==> src/rtl/uart_pkg.sv <==
// -----------------------------------------------------------------------------
// uart_pkg
// Shared UART definitions used by the transmitter (and the matching receiver):
//   - uart_state_e  : frame state encoding (IDLE, START, DATA, PARITY, STOP)
//   - UART_DATA_BITS: data bits per frame (8)
//   - cnt_w()       : width of a counter that must hold 0..DIV-1
// No ports (package).
// -----------------------------------------------------------------------------
package uart_pkg;

    localparam int UART_DATA_BITS = 8;

    typedef enum logic [2:0] {
        ST_IDLE   = 3'd0,
        ST_START  = 3'd1,
        ST_DATA   = 3'd2,
        ST_PARITY = 3'd3,
        ST_STOP   = 3'd4
    } uart_state_e;

    // Width of a counter running 0..div-1; never narrower than one bit.
    function automatic int cnt_w(input int div);
        return (div <= 2) ? 1 : $clog2(div);
    endfunction

endpackage

==> src/rtl/uart_tx_if.sv <==
// -----------------------------------------------------------------------------
// uart_tx_if
// Byte-producer <-> transmitter handshake plus the serial line.
//   in     [7:0] byte to send, valid only while in_stb=1
//   in_stb       one-cycle write strobe
//   out          serial line, idle high
//   ready        holding register empty (registered)
//   busy         frame in progress or byte held (registered)
//   ovf          one-cycle pulse: strobe arrived while ready=0, byte dropped
// Modports: master = byte producer, slave = transmitter.
// -----------------------------------------------------------------------------
interface uart_tx_if;

    logic [7:0] in;
    logic       in_stb;
    logic       out;
    logic       ready;
    logic       busy;
    logic       ovf;

    modport master (
        output in,
        output in_stb,
        input  out,
        input  ready,
        input  busy,
        input  ovf
    );

    modport slave (
        input  in,
        input  in_stb,
        output out,
        output ready,
        output busy,
        output ovf
    );

endinterface

==> src/rtl/uart_baud_gen.sv <==
// -----------------------------------------------------------------------------
// uart_baud_gen
// Bit-period timer: counts 0..DIV-1 and flags the last cycle of each bit.
// Ports:
//   clk     in  system clock, rising edge
//   rst_n   in  synchronous reset, active-low
//   i_clr   in  synchronous clear; holds the count at 0 (line idle)
//   o_tick  out one-cycle pulse on the final cycle of a bit period
// Parameter DIV: clk cycles per bit (>= 2).
// -----------------------------------------------------------------------------
module uart_baud_gen
    import uart_pkg::*;
#(
    parameter int DIV = 5
) (
    input  logic clk,
    input  logic rst_n,
    input  logic i_clr,
    output logic o_tick
);

    localparam int            CW   = cnt_w(DIV);
    localparam logic [CW-1:0] LAST = CW'(DIV - 1);

    logic [CW-1:0] r_cnt;
    logic          w_last;

    assign w_last = (r_cnt == LAST);

    always_ff @(posedge clk) begin
        if (!rst_n) begin
            r_cnt <= '0;
        end else if (i_clr || w_last) begin
            r_cnt <= '0;
        end else begin
            r_cnt <= r_cnt + 1'b1;
        end
    end

    // Held in clear while idle, so the first bit of a frame gets a full period.
    assign o_tick = w_last & ~i_clr;

endmodule

==> src/rtl/uart_tx.sv <==
// -----------------------------------------------------------------------------
// uart_tx
// Serial UART transmitter (8N1 by default). Bytes are written by a one-cycle
// strobe into a single holding register; while a frame is on the line the next
// byte can already be held, so frames follow each other with no idle gap.
// Ports:
//   clk    in   system clock, rising edge
//   rst_n  in   synchronous reset, active-low (aborts any frame in flight)
//   bus    slave modport of uart_tx_if (in, in_stb, out, ready, busy, ovf)
// Parameters:
//   DIV         clk cycles per bit (>= 2)
//   PARITY_ODD  parity sense, present only with UART_TX_PARITY_EN (0 even, 1 odd)
// Configuration macro:
//   UART_TX_PARITY_EN  adds a parity bit after data bit 7 (8E1 / 8O1).
// -----------------------------------------------------------------------------
module uart_tx
    import uart_pkg::*;
#(
    parameter int DIV = 5
`ifdef UART_TX_PARITY_EN
    , parameter bit PARITY_ODD = 1'b0
`endif
) (
    input  logic      clk,
    input  logic      rst_n,
    uart_tx_if.slave  bus
);

    uart_state_e r_state, w_state_n;
    logic [UART_DATA_BITS-1:0] r_hold, w_hold_n;
    logic [UART_DATA_BITS-1:0] r_shreg, w_shreg_n;
    logic [2:0] r_bitcnt, w_bitcnt_n;
    logic r_ready, w_ready_n;
    logic r_busy, w_busy_n;
    logic r_ovf, w_ovf_n;
    logic w_load;
    logic w_tick;
    logic w_clr;
    logic w_out;
`ifdef UART_TX_PARITY_EN
    logic r_par, w_par_n;
`endif

    assign w_clr = (r_state == ST_IDLE);

    uart_baud_gen #(
        .DIV (DIV)
    ) u_baud (
        .clk    (clk),
        .rst_n  (rst_n),
        .i_clr  (w_clr),
        .o_tick (w_tick)
    );

    // Next-state and next-register logic.
    always_comb begin
        w_state_n  = r_state;
        w_hold_n   = r_hold;
        w_shreg_n  = r_shreg;
        w_bitcnt_n = r_bitcnt;
        w_ready_n  = r_ready;
        w_load     = 1'b0;
        // ready is the pre-edge value: a strobe while it is low is dropped even
        // if the holding register happens to drain in this same cycle.
        w_ovf_n    = bus.in_stb & ~r_ready;

        case (r_state)
            ST_IDLE: begin
                if (!r_ready) begin
                    w_state_n = ST_START;
                    w_load    = 1'b1;
                end
            end
            ST_START: begin
                if (w_tick) begin
                    w_state_n = ST_DATA;
                end
            end
            ST_DATA: begin
                if (w_tick) begin
                    w_shreg_n = {1'b0, r_shreg[UART_DATA_BITS-1:1]};
                    if (r_bitcnt == 3'd7) begin
                        w_bitcnt_n = 3'd0;
`ifdef UART_TX_PARITY_EN
                        w_state_n  = ST_PARITY;
`else
                        w_state_n  = ST_STOP;
`endif
                    end else begin
                        w_bitcnt_n = r_bitcnt + 3'd1;
                    end
                end
            end
`ifdef UART_TX_PARITY_EN
            ST_PARITY: begin
                if (w_tick) begin
                    w_state_n = ST_STOP;
                end
            end
`endif
            ST_STOP: begin
                if (w_tick) begin
                    // A held byte starts straight away: no idle cycle between frames.
                    if (!r_ready) begin
                        w_state_n = ST_START;
                        w_load    = 1'b1;
                    end else begin
                        w_state_n = ST_IDLE;
                    end
                end
            end
            default: begin
                w_state_n = ST_IDLE;
            end
        endcase

        if (w_load) begin
            w_shreg_n = r_hold;
            w_ready_n = 1'b1;
        end

        // Acceptance never coincides with a load: a load needs ready=0.
        if (bus.in_stb && r_ready) begin
            w_hold_n  = bus.in;
            w_ready_n = 1'b0;
        end

        w_busy_n = ~w_ready_n | (w_state_n != ST_IDLE);
    end

`ifdef UART_TX_PARITY_EN
    always_comb begin
        w_par_n = r_par;
        if (w_load) begin
            w_par_n = (^r_hold) ^ PARITY_ODD;
        end
    end
`endif

    // Control state.
    always_ff @(posedge clk) begin
        if (!rst_n) begin
            r_state  <= ST_IDLE;
            r_bitcnt <= 3'd0;
            r_ready  <= 1'b1;
            r_busy   <= 1'b0;
            r_ovf    <= 1'b0;
        end else begin
            r_state  <= w_state_n;
            r_bitcnt <= w_bitcnt_n;
            r_ready  <= w_ready_n;
            r_busy   <= w_busy_n;
            r_ovf    <= w_ovf_n;
        end
    end

    // Data registers; their contents are only observed under valid control state.
    always_ff @(posedge clk) begin
        r_hold  <= w_hold_n;
        r_shreg <= w_shreg_n;
`ifdef UART_TX_PARITY_EN
        r_par   <= w_par_n;
`endif
    end

    // Line value decoded from registered state, so it is glitch-free per bit.
    always_comb begin
        w_out = 1'b1;
        case (r_state)
            ST_START: w_out = 1'b0;
            ST_DATA:  w_out = r_shreg[0];
`ifdef UART_TX_PARITY_EN
            ST_PARITY: w_out = r_par;
`endif
            default:  w_out = 1'b1;
        endcase
    end

    assign bus.out   = w_out;
    assign bus.ready = r_ready;
    assign bus.busy  = r_busy;
    assign bus.ovf   = r_ovf;

endmodule

==> src/flat_wrapper.sv <==
// flat-port wrapper written by rule: the top's interface ports become plain ports
module uart_tx_flat import uart_pkg::*;
#(
    parameter int DIV = 5

)
  (clk, rst_n, bus_in, bus_in_stb, bus_out, bus_ready, bus_busy, bus_ovf);
  uart_tx_if bus_i ();
  input  logic clk;
  input  logic rst_n;
  input wire logic [$bits(bus_i.in)-1:0] bus_in;
  input wire logic [$bits(bus_i.in_stb)-1:0] bus_in_stb;
  output wire logic [$bits(bus_i.out)-1:0] bus_out;
  output wire logic [$bits(bus_i.ready)-1:0] bus_ready;
  output wire logic [$bits(bus_i.busy)-1:0] bus_busy;
  output wire logic [$bits(bus_i.ovf)-1:0] bus_ovf;
  assign bus_i.in = bus_in;
  assign bus_i.in_stb = bus_in_stb;
  assign bus_out = bus_i.out;
  assign bus_ready = bus_i.ready;
  assign bus_busy = bus_i.busy;
  assign bus_ovf = bus_i.ovf;
  uart_tx #(.DIV(DIV)) u_core (.clk(clk), .rst_n(rst_n), .bus(bus_i));
endmodule
==> config.mk <==
export PLATFORM = sky130hd
export DESIGN_NAME = uart_tx_flat
export DESIGN_NICKNAME = d
export VERILOG_FILES = /design/src/rtl/uart_pkg.sv /design/src/rtl/uart_tx_if.sv /design/src/rtl/uart_baud_gen.sv /design/src/rtl/uart_tx.sv /design/src/flat_wrapper.sv
export SDC_FILE = /design/constraint.sdc
export NUM_CORES = 1
export LEC_CHECK = 0
export CORE_MARGIN = 2
export CORE_UTILIZATION = 52
export CTS_CLUSTER_DIAMETER = 80
export DETAILED_ROUTE_END_ITERATION = 8
export GPL_TIMING_DRIVEN = 0
export PLACE_DENSITY = 0.73
export SYNTH_ARGS = -nofsm -noshare
export SYNTH_HDL_FRONTEND = slang
export SYNTH_HIERARCHICAL = 1
export SYNTH_SLANG_ARGS = --single-unit
==> constraint.sdc <==
create_clock -name clk -period 2.6 [get_ports clk]
set_input_delay 0.52 -clock clk [delete_from_list [all_inputs] [get_ports clk]]
set_output_delay 0.52 -clock clk [all_outputs]
set_load 0.01 [all_outputs]
==> results.md <==
- Result of the run: complete, no violations
- Slowest Stage Delay on Critical Path: roughly 0.53 ns
- Final Instance Count excl. Fillers: 130
- Iteration-0 DRC count of the detailed router: 11
- Power density relative to cell area: 576.9 nW/um^2
- Number of buffers inserted for hold repair after clock tree synthesis: 0
- Cell depth of the worst flop-to-flop path: 7
- Warning count from the yosys run: 6
- Post-synthesis cell area: 1162 um^2
- Crit-path slowest cell: sky130_fd_sc_hd__nor4b_4
- Worst Setup Path Type: register to register
- Resized cells post-CTS: 0
- Count of buffers from port buffering: 14
- Area of the core: 2170 um^2
- Worst vdd ir: a little over 0.4 mV
- Wire length of the first global-routing pass: 3.008 mm
- Setup repair after global routing missed its margin: no
- Most area-hungry cell type in the Yosys netlist: sky130_fd_sc_hd__edfxtp_1
- Worst hold stages: 1
- Synth top area share: 0.4133
- Clock tree from TritonCTS: built
- Ant diodes: 0
- Die Height: 51.28 um
- Area used by sequential logic in the layout: approximately 700 um^2
- Number of instances in the synthesized netlist: 84
- Average routed wire per standard cell: 12.77 um
- Placer's final routability congestion estimate: 0.7863
- Vias after detailed routing: 677
- Number of H-tree branching levels: 1
- Final Hold Fails: 0
- Transition time of the tightest slew-check pin: 0.6169 ns
- Total power consumption of the routed design: 0.0007925 W
- LEAKAGE: between 0.5 and 0.6 nW
- DIE AREA: approximately 2600 um^2
- Wire length reported by the detailed router: 1.660 mm
- Cell at the root of the clock tree: sky130_fd_sc_hd__clkbuf_4
- Crit path arrival time: 2.57 ns
- Kind of end point of the critical path: register
- Final-layout setup total negative slack: 0 ns
- Clock Skews: between 0.009 and 0.01 ns
- Reported net switching power: approximately 0.00016 W
- Filler cell count in the final layout: 194
- Number of enable flip-flop cells after synthesis: 16
- Top post-synthesis cells by area: sky130_fd_sc_hd__edfxtp_1 (41%), sky130_fd_sc_hd__dfxtp_1 (21%), sky130_fd_sc_hd__mux2_2 (6.8%)
- Sinks on Clock Net: 28
- DRC: 0
- Peak Freq: 0.4264 GHz
- Proportion of power drawn by flip-flops and latches: 0.637
- Row cnt: 17
- Min-delay worst type: register to register
- Yosys cell types: 32
- Hold Path Sink: u_core/u_baud/r_cnt[0]
- Antenna violation net count after detailed routing: 0
- Initial standard-cell utilization of the core: 0.5358
- Clk Latency, worst-skew pair: ~0.32 ns
- Slew HR: 0.5870
- Top_reg_cell synth: sky130_fd_sc_hd__edfxtp_1
- Buffers inserted during post-CTS setup optimization: 0
- Most instantiated cells after synthesis: sky130_fd_sc_hd__edfxtp_1 (16), sky130_fd_sc_hd__dfxtp_1 (12), sky130_fd_sc_hd__mux2_2 (7)
- Max_cap viols: 0
- WHS: 0.4695 ns
- Global-route usage over all layers: 0.1586
- Most frequently used cell type in the post-synthesis netlist: sky130_fd_sc_hd__edfxtp_1
- Highest fanout seen on the critical path: 10
- Number of antenna violations at the first check in global routing: 0
- Number of storage elements in the synthesis netlist: 28
- Mean instance size in the synthesized netlist: about 14 um^2
- Maximum number of pins on one net before global-route repair: 16
- Startpoint of the lowest-slack register-to-register path: u_core/r_state[0]
- Relative contribution of combinational cells to total power: 0.105
- Vias per inst: 5.208
- TritonRoute pass-1 iters: 4
- Layout Utilization: 0.6332
- Fraction of final layout cells sized beyond drive strength 1: 0.1863
- Share of the yosys chip area belonging to registers: 0.6200
- Chain of cells forming the critical path: buf_2 > nor3_1 > nor2_1 > nand2b_2 > nor4b_4 > or2_1 > or4b_1
- Critical hold path startpoint: u_core/u_baud/r_cnt[0]
- Synthesized net count: 99
- Slew Limit Fails: 0
- Crit share post-route: 0.9019
- GR Overflow Total: 0
- Critical R2R Capture: u_core/bus.busy
- Final count of negative-setup-slack endpoints: 0
- Multi-input logic area: 416.7 um^2
- Critical path required time: approximately 2.8 ns
- Area added between synthesis and finish: 18.19%
- Horizontal extent of the die: 51.28 um
- Critical path startpoint category: register
- Fraction of power spent switching nets: 0.2038
- Reg clk slew, reported paths: 0.14 ns
- Instance count after placement with tap cells included: 126
- CTS Buf Count: 3
- Asr flop ratio synth: 0
- Clk pwr share: 0.257
- Min Clock Period, post-route: 2.345 ns
- Max Buffers Root-to-Sink: 2
- Internal Power: 0.0006310 W
- Num ports: 15
- Final nets: about 120
- Vias in the first global route: ~710
- Dpl hpwl: 1.179 mm
- Worst R2R Setup Slack: 0.25 ns
## layer usage
metal  vias to the layer above  wire, um  part of all wire  GRT usage
met5                         -         0                 0          0
met4                         0        24             0.014    0.07895
met3                         5        78             0.047    0.03509
met2                        16       821              0.49     0.2727
met1                       318       735              0.44     0.1864
li1                        338         -                 -          -
## critical path, delay by kind of cell (launching register included)
family / cells / cell delay (ns)
buffers and inverters: 1 / 0.20
flip-flops: 1 / 0.33
AND/OR/NAND/NOR: 6 / 1.72
## layout by cell type, fill, tap and decap left out, types with 2 or more instances in the layout
cell type,netlist,routed
sky130_fd_sc_hd__inv_1,4,4
sky130_fd_sc_hd__mux2_2,7,7
sky130_fd_sc_hd__edfxtp_1,16,16
sky130_fd_sc_hd__nor3b_1,3,3
sky130_fd_sc_hd__mux2i_1,3,3
sky130_fd_sc_hd__o21ai_0,2,2
sky130_fd_sc_hd__nand2_1,2,2
sky130_fd_sc_hd__nor2_1,2,2
sky130_fd_sc_hd__nor2b_1,4,4
sky130_fd_sc_hd__a21oi_1,2,2
sky130_fd_sc_hd__dfxtp_1,12,12
sky130_fd_sc_hd__nor3_1,2,2
sky130_fd_sc_hd__ha_1,4,4
sky130_fd_sc_hd__clkdlybuf4s50_1,0,14
sky130_fd_sc_hd__buf_2,2,2
sky130_fd_sc_hd__nand2b_1,2,2
sky130_fd_sc_hd__clkbuf_4,0,3
## flip-flops by register name, summed over array words and instances (netlist names)
register,cells
u_core/r_shreg,8
u_core/r_hold,8
u_core/r_state,3
u_core/bus.ovf,1
u_core/bus.busy,1
u_core/r_bitcnt,3
u_core/bus.ready,1
u_core/u_baud/r_cnt,3
## layout make-up
cell class                      instances  area share
Buffer                                  2    0.007286
Clock buffer                            4     0.02641
Multi-Input combinational cell         50      0.3033
Sequential cell                        28      0.5246
Inverter                                4     0.01093
Timing Repair Buffer                   14      0.1020
Tap cell                               28     0.02550
## how the worst max path moves through the flow
stage | slack (ns) | start | cells after the start | to
after global routing | 0.04 | u_core/u_baud/r_cnt[0] | 8 | u_core/bus.busy
final | 0.25 | u_core/r_state[0] | 7 | u_core/bus.busy
after global placement | 0.29 | u_core/r_state[0] | 7 | u_core/bus.busy
after detailed placement | 0.26 | u_core/r_state[0] | 7 | u_core/bus.busy
after floorplan | 0.59 | u_core/u_baud/r_cnt[0] | 8 | u_core/bus.busy
after CTS | 0.23 | u_core/r_state[0] | 7 | u_core/bus.busy
## per-stage QoR
step | cell area [um^2] | setup WS [ns]
after floorplan | 1162 | 0.5871
after global placement | 1338 | 0.2922
after detailed placement | 1338 | 0.2620
after CTS | 1374 | 0.2323
after global routing | 1374 | 0.04296
final | 1374 | 0.2550
## power groups by stage
| stage | registers [W] | logic (W) | clock network [W] |
|---|---|---|---|
| final | 0.000505 | 0.0000833 | 0.000204 |
| after global routing | 0.000508 | 0.0000917 | 0.000227 |
| after CTS | 0.000506 | 0.0000849 | 0.000213 |
| after detailed placement | 0.000516 | 0.0000841 | 0 |
| after global placement | 0.000515 | 0.0000824 | 0 |
| after floorplan | 0.000515 | 0.0000449 | 0 |
## kinds of logic after synthesis
kind of cell / Yosys count / synth area share
compound gates: 8 / 0.04522
mux: 10 / 0.09365
buf+inv: 6 / 0.02153
flops: 28 / 0.6200
simple gates: 28 / 0.1766
fa+ha+maj: 4 / 0.04306
No activity file was read; power rests on OpenSTA's default activity.
